===== src/rtl/multicycle_controller.sv =====
// ---------------------------------------------------------------------------
// multicycle_controller
//
// Purpose:
//   Moore-style control FSM for the 32-bit multicycle MIPS datapath. It walks
//   each instruction through FETCH, DECODE and a short class-specific tail,
//   and it drives every datapath control strobe. Instructions take 3 to 5
//   cycles: lw = 5; R-type, addi, slti and sw = 4; beq, bne, j, jal and
//   jr = 3.
//
// Ports:
//   clk          in   rising-edge clock
//   rst          in   synchronous, active-high reset (forces S_RST)
//   opc[5:0]     in   IR[31:26]
//   func[5:0]    in   IR[5:0]
//   zero         in   combinational ALU zero flag, used in BRANCH only
//   PCLoad       out  PC load enable (branch condition already folded in)
//   IorD         out  memory address select: 0=PC, 1=ALUOut
//   MemRead      out  memory read strobe
//   MemWrite     out  memory write strobe
//   IRWrite      out  IR load enable
//   RegDst       out  write register select: 0=rt, 1=rd
//   JalSig1      out  force the write register to r31
//   MemToReg     out  write data select: 0=MDR, 1=ALUOut
//   JalSig2      out  force the write data to PC
//   RegWrite     out  register file write enable
//   ALUSrcA      out  ALU A select: 0=PC, 1=A
//   ALUSrcB[1:0] out  ALU B select: 00=B, 01=4, 10=SE, 11=SE<<2
//   ALUOperation out  ALU operation code
//   PCSrc[1:0]   out  PC source: 00=ALU, 01=jump target, 10=ALUOut, 11=A
//   illegal      out  trap flag, high while the FSM sits in HALT
//
// Configuration macro:
//   MULTICYCLE_CTRL_ILLEGAL_TRAP_EN
//     Defined:   an undecoded opcode sends DECODE to HALT. HALT raises illegal,
//                drops every strobe and is left only through rst.
//     Undefined: an undecoded opcode acts as a NOP and returns to FETCH.
//                illegal is tied to 0.
// ---------------------------------------------------------------------------
module multicycle_controller (
  input  logic       clk,
  input  logic       rst,
  input  logic [5:0] opc,
  input  logic [5:0] func,
  input  logic       zero,
  output logic       PCLoad,
  output logic       IorD,
  output logic       MemRead,
  output logic       MemWrite,
  output logic       IRWrite,
  output logic       RegDst,
  output logic       JalSig1,
  output logic       MemToReg,
  output logic       JalSig2,
  output logic       RegWrite,
  output logic       ALUSrcA,
  output logic [1:0] ALUSrcB,
  output logic [2:0] ALUOperation,
  output logic [1:0] PCSrc,
  output logic       illegal
);

  localparam logic [2:0] ALU_ADD = 3'b010;
  localparam logic [2:0] ALU_SUB = 3'b110;
  localparam logic [2:0] ALU_AND = 3'b000;
  localparam logic [2:0] ALU_OR  = 3'b001;
  localparam logic [2:0] ALU_SLT = 3'b111;

  localparam logic [5:0] OP_R    = 6'b000000;
  localparam logic [5:0] OP_LW   = 6'b100011;
  localparam logic [5:0] OP_SW   = 6'b101011;
  localparam logic [5:0] OP_BEQ  = 6'b000100;
  localparam logic [5:0] OP_BNE  = 6'b000101;
  localparam logic [5:0] OP_J    = 6'b000010;
  localparam logic [5:0] OP_JAL  = 6'b000011;
  localparam logic [5:0] OP_ADDI = 6'b001000;
  localparam logic [5:0] OP_SLTI = 6'b001010;

  localparam logic [5:0] FN_ADD  = 6'b100000;
  localparam logic [5:0] FN_SUB  = 6'b100010;
  localparam logic [5:0] FN_AND  = 6'b100100;
  localparam logic [5:0] FN_OR   = 6'b100101;
  localparam logic [5:0] FN_SLT  = 6'b101010;
  localparam logic [5:0] FN_JR   = 6'b001000;

  // HALT is part of the encoding in both builds. Without the trap macro,
  // nothing ever enters HALT.
  typedef enum logic [3:0] {
    S_RST,
    FETCH,
    DECODE,
    MEMADR,
    MEMRD,
    MEMWB,
    MEMWR,
    RTEXE,
    RTWB,
    IEXE,
    IWB,
    BRANCH,
    JUMP,
    JAL,
    JR,
    HALT
  } stateT;

  stateT state_q, state_d;

  // State register. rst is sampled only at the clock edge, so a reset that
  // arrives mid-instruction abandons that instruction at the next edge.
  always_ff @(posedge clk) begin
    if (rst) begin
      state_q <= S_RST;
    end else begin
      state_q <= state_d;
    end
  end

  // Next-state and output decode. Every strobe defaults to 0, so each state
  // only has to raise what it needs. Outputs depend on state alone, except
  // PCLoad in BRANCH, which also looks at zero. In RTEXE, an unknown func
  // falls back to ADD and still writes back in RTWB.
  always_comb begin
    state_d      = state_q;
    PCLoad       = 1'b0;
    IorD         = 1'b0;
    MemRead      = 1'b0;
    MemWrite     = 1'b0;
    IRWrite      = 1'b0;
    RegDst       = 1'b0;
    JalSig1      = 1'b0;
    MemToReg     = 1'b0;
    JalSig2      = 1'b0;
    RegWrite     = 1'b0;
    ALUSrcA      = 1'b0;
    ALUSrcB      = 2'b00;
    ALUOperation = ALU_AND;
    PCSrc        = 2'b00;

    case (state_q)
      S_RST: begin
        state_d = FETCH;
      end

      FETCH: begin
        MemRead      = 1'b1;
        IRWrite      = 1'b1;
        ALUSrcB      = 2'b01;
        ALUOperation = ALU_ADD;
        PCLoad       = 1'b1;
        state_d      = DECODE;
      end

      DECODE: begin
        ALUSrcB      = 2'b11;
        ALUOperation = ALU_ADD;
        case (opc)
          OP_LW, OP_SW:     state_d = MEMADR;
          OP_R:             state_d = (func == FN_JR) ? JR : RTEXE;
          OP_ADDI, OP_SLTI: state_d = IEXE;
          OP_BEQ, OP_BNE:   state_d = BRANCH;
          OP_J:             state_d = JUMP;
          OP_JAL:           state_d = JAL;
`ifdef MULTICYCLE_CTRL_ILLEGAL_TRAP_EN
          default:          state_d = HALT;
`else
          default:          state_d = FETCH;
`endif
        endcase
      end

      MEMADR: begin
        ALUSrcA      = 1'b1;
        ALUSrcB      = 2'b10;
        ALUOperation = ALU_ADD;
        state_d      = (opc == OP_LW) ? MEMRD : MEMWR;
      end

      MEMRD: begin
        MemRead = 1'b1;
        IorD    = 1'b1;
        state_d = MEMWB;
      end

      MEMWB: begin
        RegWrite = 1'b1;
        state_d  = FETCH;
      end

      MEMWR: begin
        MemWrite = 1'b1;
        IorD     = 1'b1;
        state_d  = FETCH;
      end

      RTEXE: begin
        ALUSrcA = 1'b1;
        case (func)
          FN_ADD:  ALUOperation = ALU_ADD;
          FN_SUB:  ALUOperation = ALU_SUB;
          FN_AND:  ALUOperation = ALU_AND;
          FN_OR:   ALUOperation = ALU_OR;
          FN_SLT:  ALUOperation = ALU_SLT;
          default: ALUOperation = ALU_ADD;
        endcase
        state_d = RTWB;
      end

      RTWB: begin
        RegWrite = 1'b1;
        RegDst   = 1'b1;
        MemToReg = 1'b1;
        state_d  = FETCH;
      end

      IEXE: begin
        ALUSrcA      = 1'b1;
        ALUSrcB      = 2'b10;
        ALUOperation = (opc == OP_SLTI) ? ALU_SLT : ALU_ADD;
        state_d      = IWB;
      end

      IWB: begin
        RegWrite = 1'b1;
        MemToReg = 1'b1;
        state_d  = FETCH;
      end

      BRANCH: begin
        ALUSrcA      = 1'b1;
        ALUOperation = ALU_SUB;
        PCSrc        = 2'b10;
        PCLoad       = (opc == OP_BNE) ? ~zero : zero;
        state_d      = FETCH;
      end

      JUMP: begin
        PCSrc   = 2'b01;
        PCLoad  = 1'b1;
        state_d = FETCH;
      end

      // r31 takes PC+4 in this same cycle, while the PC loads the target.
      JAL: begin
        PCSrc    = 2'b01;
        PCLoad   = 1'b1;
        RegWrite = 1'b1;
        JalSig1  = 1'b1;
        JalSig2  = 1'b1;
        state_d  = FETCH;
      end

      JR: begin
        PCSrc   = 2'b11;
        PCLoad  = 1'b1;
        state_d = FETCH;
      end

      HALT: begin
        state_d = HALT;
      end

      default: begin
        state_d = S_RST;
      end
    endcase
  end

  // The trap flag comes straight from the state, so it stays glitch-free
  // and holds until rst.
`ifdef MULTICYCLE_CTRL_ILLEGAL_TRAP_EN
  assign illegal = (state_q == HALT);
`else
  assign illegal = 1'b0;
`endif

endmodule


===== config.mk =====
export PLATFORM = sky130hd
export DESIGN_NAME = multicycle_controller
export DESIGN_NICKNAME = d
export VERILOG_FILES = /design/src/rtl/multicycle_controller.sv
export SDC_FILE = /design/constraint.sdc
export NUM_CORES = 1
export LEC_CHECK = 0
export ABC_CLOCK_PERIOD_IN_PS = 1850
export CAP_MARGIN = 20
export CORE_MARGIN = 3
export CORE_UTILIZATION = 35
export CTS_CLUSTER_SIZE = 20
export DETAILED_ROUTE_END_ITERATION = 16
export GPL_ROUTABILITY_DRIVEN = 0
export MAX_ROUTING_LAYER = met4
export PLACE_DENSITY = 0.75
export REMOVE_ABC_BUFFERS = 1
export SLEW_MARGIN = 20
export SYNTH_ARGS = -nofsm -noshare
export SYNTH_HDL_FRONTEND = slang
export SYNTH_SLANG_ARGS = --single-unit

===== constraint.sdc =====
create_clock -name clk -period 1.85 [get_ports clk]
set_input_delay 0.37 -clock clk [delete_from_list [all_inputs] [get_ports clk]]
set_output_delay 0.37 -clock clk [all_outputs]
set_load 0.05 [all_outputs]

==> out/qor.csv <==
metric,value,unit
H-Tree Depth,1,
detailed placer's ending HPWL,2010,um
layout cells sized above 1,57.3,%
GRT Total Usage,22.4,%
Rows,14,
max FFs per register,4,
Yosys cell types,38,
clk root buf,clkbuf_4,
initial core utilization,39.8,%
cell taking the most area after synthesis,dfxtp_1,
Final Hold Vio Count,0,
register area share after synthesis,12.4,%
cells after synthesis,98,
flop-to-flop setup slack,0.08,ns
Clk pwr share,7.2,%
Yosys reg bits,4,
CP Capture Type,output port,
Gate power share,83.6,%
Leak,0.619,nW
"Reg clk slew, reported paths",0.05,ns
async set or reset register ratio after synthesis,0,%
WP data required,1.48,ns
Internal,0.000838,W
Avg Inst Size Synth,6.61,um2
full die area,2400,um2
pwr dens,1160,nW/um2
Nets,167,
TritonCTS clock tree,yes,
drt pass-1 iters,5,
Flop pwr share,9.2,%
Max rail drop VDD,1.00,mV
Max Slew Vio Count,0,
Mapped Area,648,um2
Synth warnings,0,
Reg-to-Reg Start,state_q[2]$_SDFF_PP0_,
TritonCTS Sinks,4,
r2r worst-path depth,5,
CTS max path bufs,2,
final hold slack,0.656,ns
post-synth top area share,12.4,%
Synth area leaders,"dfxtp_1 (12%), nand2b_1 (6.8%), a21oi_1 (6.2%), nor2_1 (5.8%), nor3_1 (3.9%)",
Setup Viol. Count Final,3,
Sw Ratio,51.2,%
number of synthesized flops with an enable pin,0,
Setup TNS Final,-0.404,ns
Final WS setup,-0.378,ns
final core utilization,90.9,%
Antenna Cells,0,
vias in the first global route,1000,
Die W,49.0,um
CP Cell Sequence,buf_6 > or3b_4 > or4_4 > xor2_1 > o21ai_2 > buf_12,
RR Endpoint,state_q[3]$_SDFF_PP0_,
Routed wire per std cell,18.9,um
Detail Route Antenna Nets,0,
DR vias/cell,6.14,
startpoint type of the worst setup path,input port,
Num CTS Buffers,3,
RSZ-0062 raised after global routing,true,
min cycle time layout,2.23,ns
hold crit path type,register to register,
register name with the most flops,state_q,
Critical Path Max Stage Delay,0.50,ns
top_reg_cell synth,dfxtp_1,
pre-CTS setup slack,-0.766,ns
DR DRC count,0,
later-pin clock latency in the skew report,0.25,ns
antenna violations before repair,0,
Net Sw Power,0.000880,W
Vias,1069,
Core Region,1630,um2
CP startpoint,opc[3],
Port Buf Inserts,32,
crit path DAT,1.86,ns
Die Height,49.0,um
"Max stage delay cell, worst path",or4_4,
largest net degree at the start of global routing,13,
fmax,0.449,GHz
synthesis-to-layout area growth,128,%
crit path kind,input port to output port,
violated checks,negative setup slack,
initial DRC count,76,
Largest regs,state_q (4),
Layout Skew,0.00549,ns
# hold bufs at CTS,0,
"commonest non-fill, non-tap cells in the layout","buf_12 (18), buf_4 (18), buf_6 (9), nor2_1 (7)",
outcome,"finished, violations left",
total global routing overflow,0,
WL final,3290,um
global-route wire length before repair,4170,um
worst setup path endpoint,PCLoad,
Slew HR,61.1,%
Max Cap Viol,0,
IO Count,34,
Slew @ Worst Pin,0.568,ns
critical path peak fanout,2,
Final period util,120,%
## cell families after synthesis
logic type / count (synthesis) / synth area share [%]
buf+inv: 11 / 9.07
simple gates: 48 / 42.5
compound gates: 32 / 32.8
other cells: 1 / 0.579
flops: 4 / 12.4
xor+xnor: 2 / 2.70
## worst min-delay path by stage
stage,start,endpoint,slack [ns],depth (start not counted)
floorplan,rst,state_q[1]$_SDFF_PP0_,0.44,1
global placement,state_q[0]$_SDFF_PP0_,state_q[1]$_SDFF_PP0_,0.68,3
detailed placement,state_q[2]$_SDFF_PP0_,state_q[2]$_SDFF_PP0_,0.70,2
CTS,state_q[2]$_SDFF_PP0_,state_q[2]$_SDFF_PP0_,0.62,2
global route,state_q[2]$_SDFF_PP0_,state_q[2]$_SDFF_PP0_,0.67,2
finish,state_q[2]$_SDFF_PP0_,state_q[2]$_SDFF_PP0_,0.66,2
## cells in the mapped netlist, types with 2 or more instances
cell      count
xor2_1        2
o21ai_1       4
dfxtp_1       4
or4_1         3
buf_4         2
nand2_1       6
nand2b_1      7
inv_2         2
nor4_1        2
a21oi_1       8
clkbuf_1      3
and3_1        2
buf_2         2
or3_1         2
a21o_1        3
o31ai_1       3
nand3_1       3
nor2_1       10
nor3_1        5
o21ai_0       4
a211oi_1      3
nand4b_1      2
## metal layers
metal / vias to the layer above / wire length, um / track usage [%]
li1: 478 / - / -
met4: 0 / 102 / 21.8
met3: 21 / 278 / 2.75
met5: - / 0 / -
met1: 478 / 1270 / 21.9
met2: 92 / 1640 / 37.8
## area by class of cell
class	instances	area, um2
well taps	24	30.0
inverters	3	11.3
flip-flops and latches	4	85.1
clock buffers	3	22.5
fillers	65	149
multi-input cells	83	643
repair buffers	57	688
## power groups by stage
stage / clock, W / combinational, W / sequential (W)
after floorplan: 0 / 0.000575 / 0.000178
final: 0.000124 / 0.00144 / 0.000157
after detailed placement: 0 / 0.00127 / 0.000142
after CTS: 0.000116 / 0.00132 / 0.000150
after global placement: 0 / 0.00124 / 0.000138
after global routing: 0.000130 / 0.00149 / 0.000160
## worst max-delay path, delay by kind of cell
| family | cells | cell delay, ns |
|---|---|---|
| buffers and inverters | 2 | 0.25 |
| and+or+nand+nor | 2 | 0.89 |
| xor gates and xnor gates | 1 | 0.19 |
| AOI/OAI and AO/OA | 1 | 0.16 |
## stage by stage
step           area (um2)  std cells  total power (W)
5_1_grt              1480        174          0.00178
3_3_place_gp         1300        168          0.00138
3_5_place_dp         1300        168          0.00141
4_1_cts              1390        172          0.00159
2_1_floorplan         601         90         0.000753
6_report             1480        174          0.00172
## repair_timing
action                                  in CTS  in global routing
hold endpoints to repair                     0                  0
endpoints found under the setup margin       9                 11
pin swaps                                   12                 11
resized for setup                           46                 34
cloned                                       0                  0
buffers inserted                             1                  2
Power figures use the tool's default switching activity.
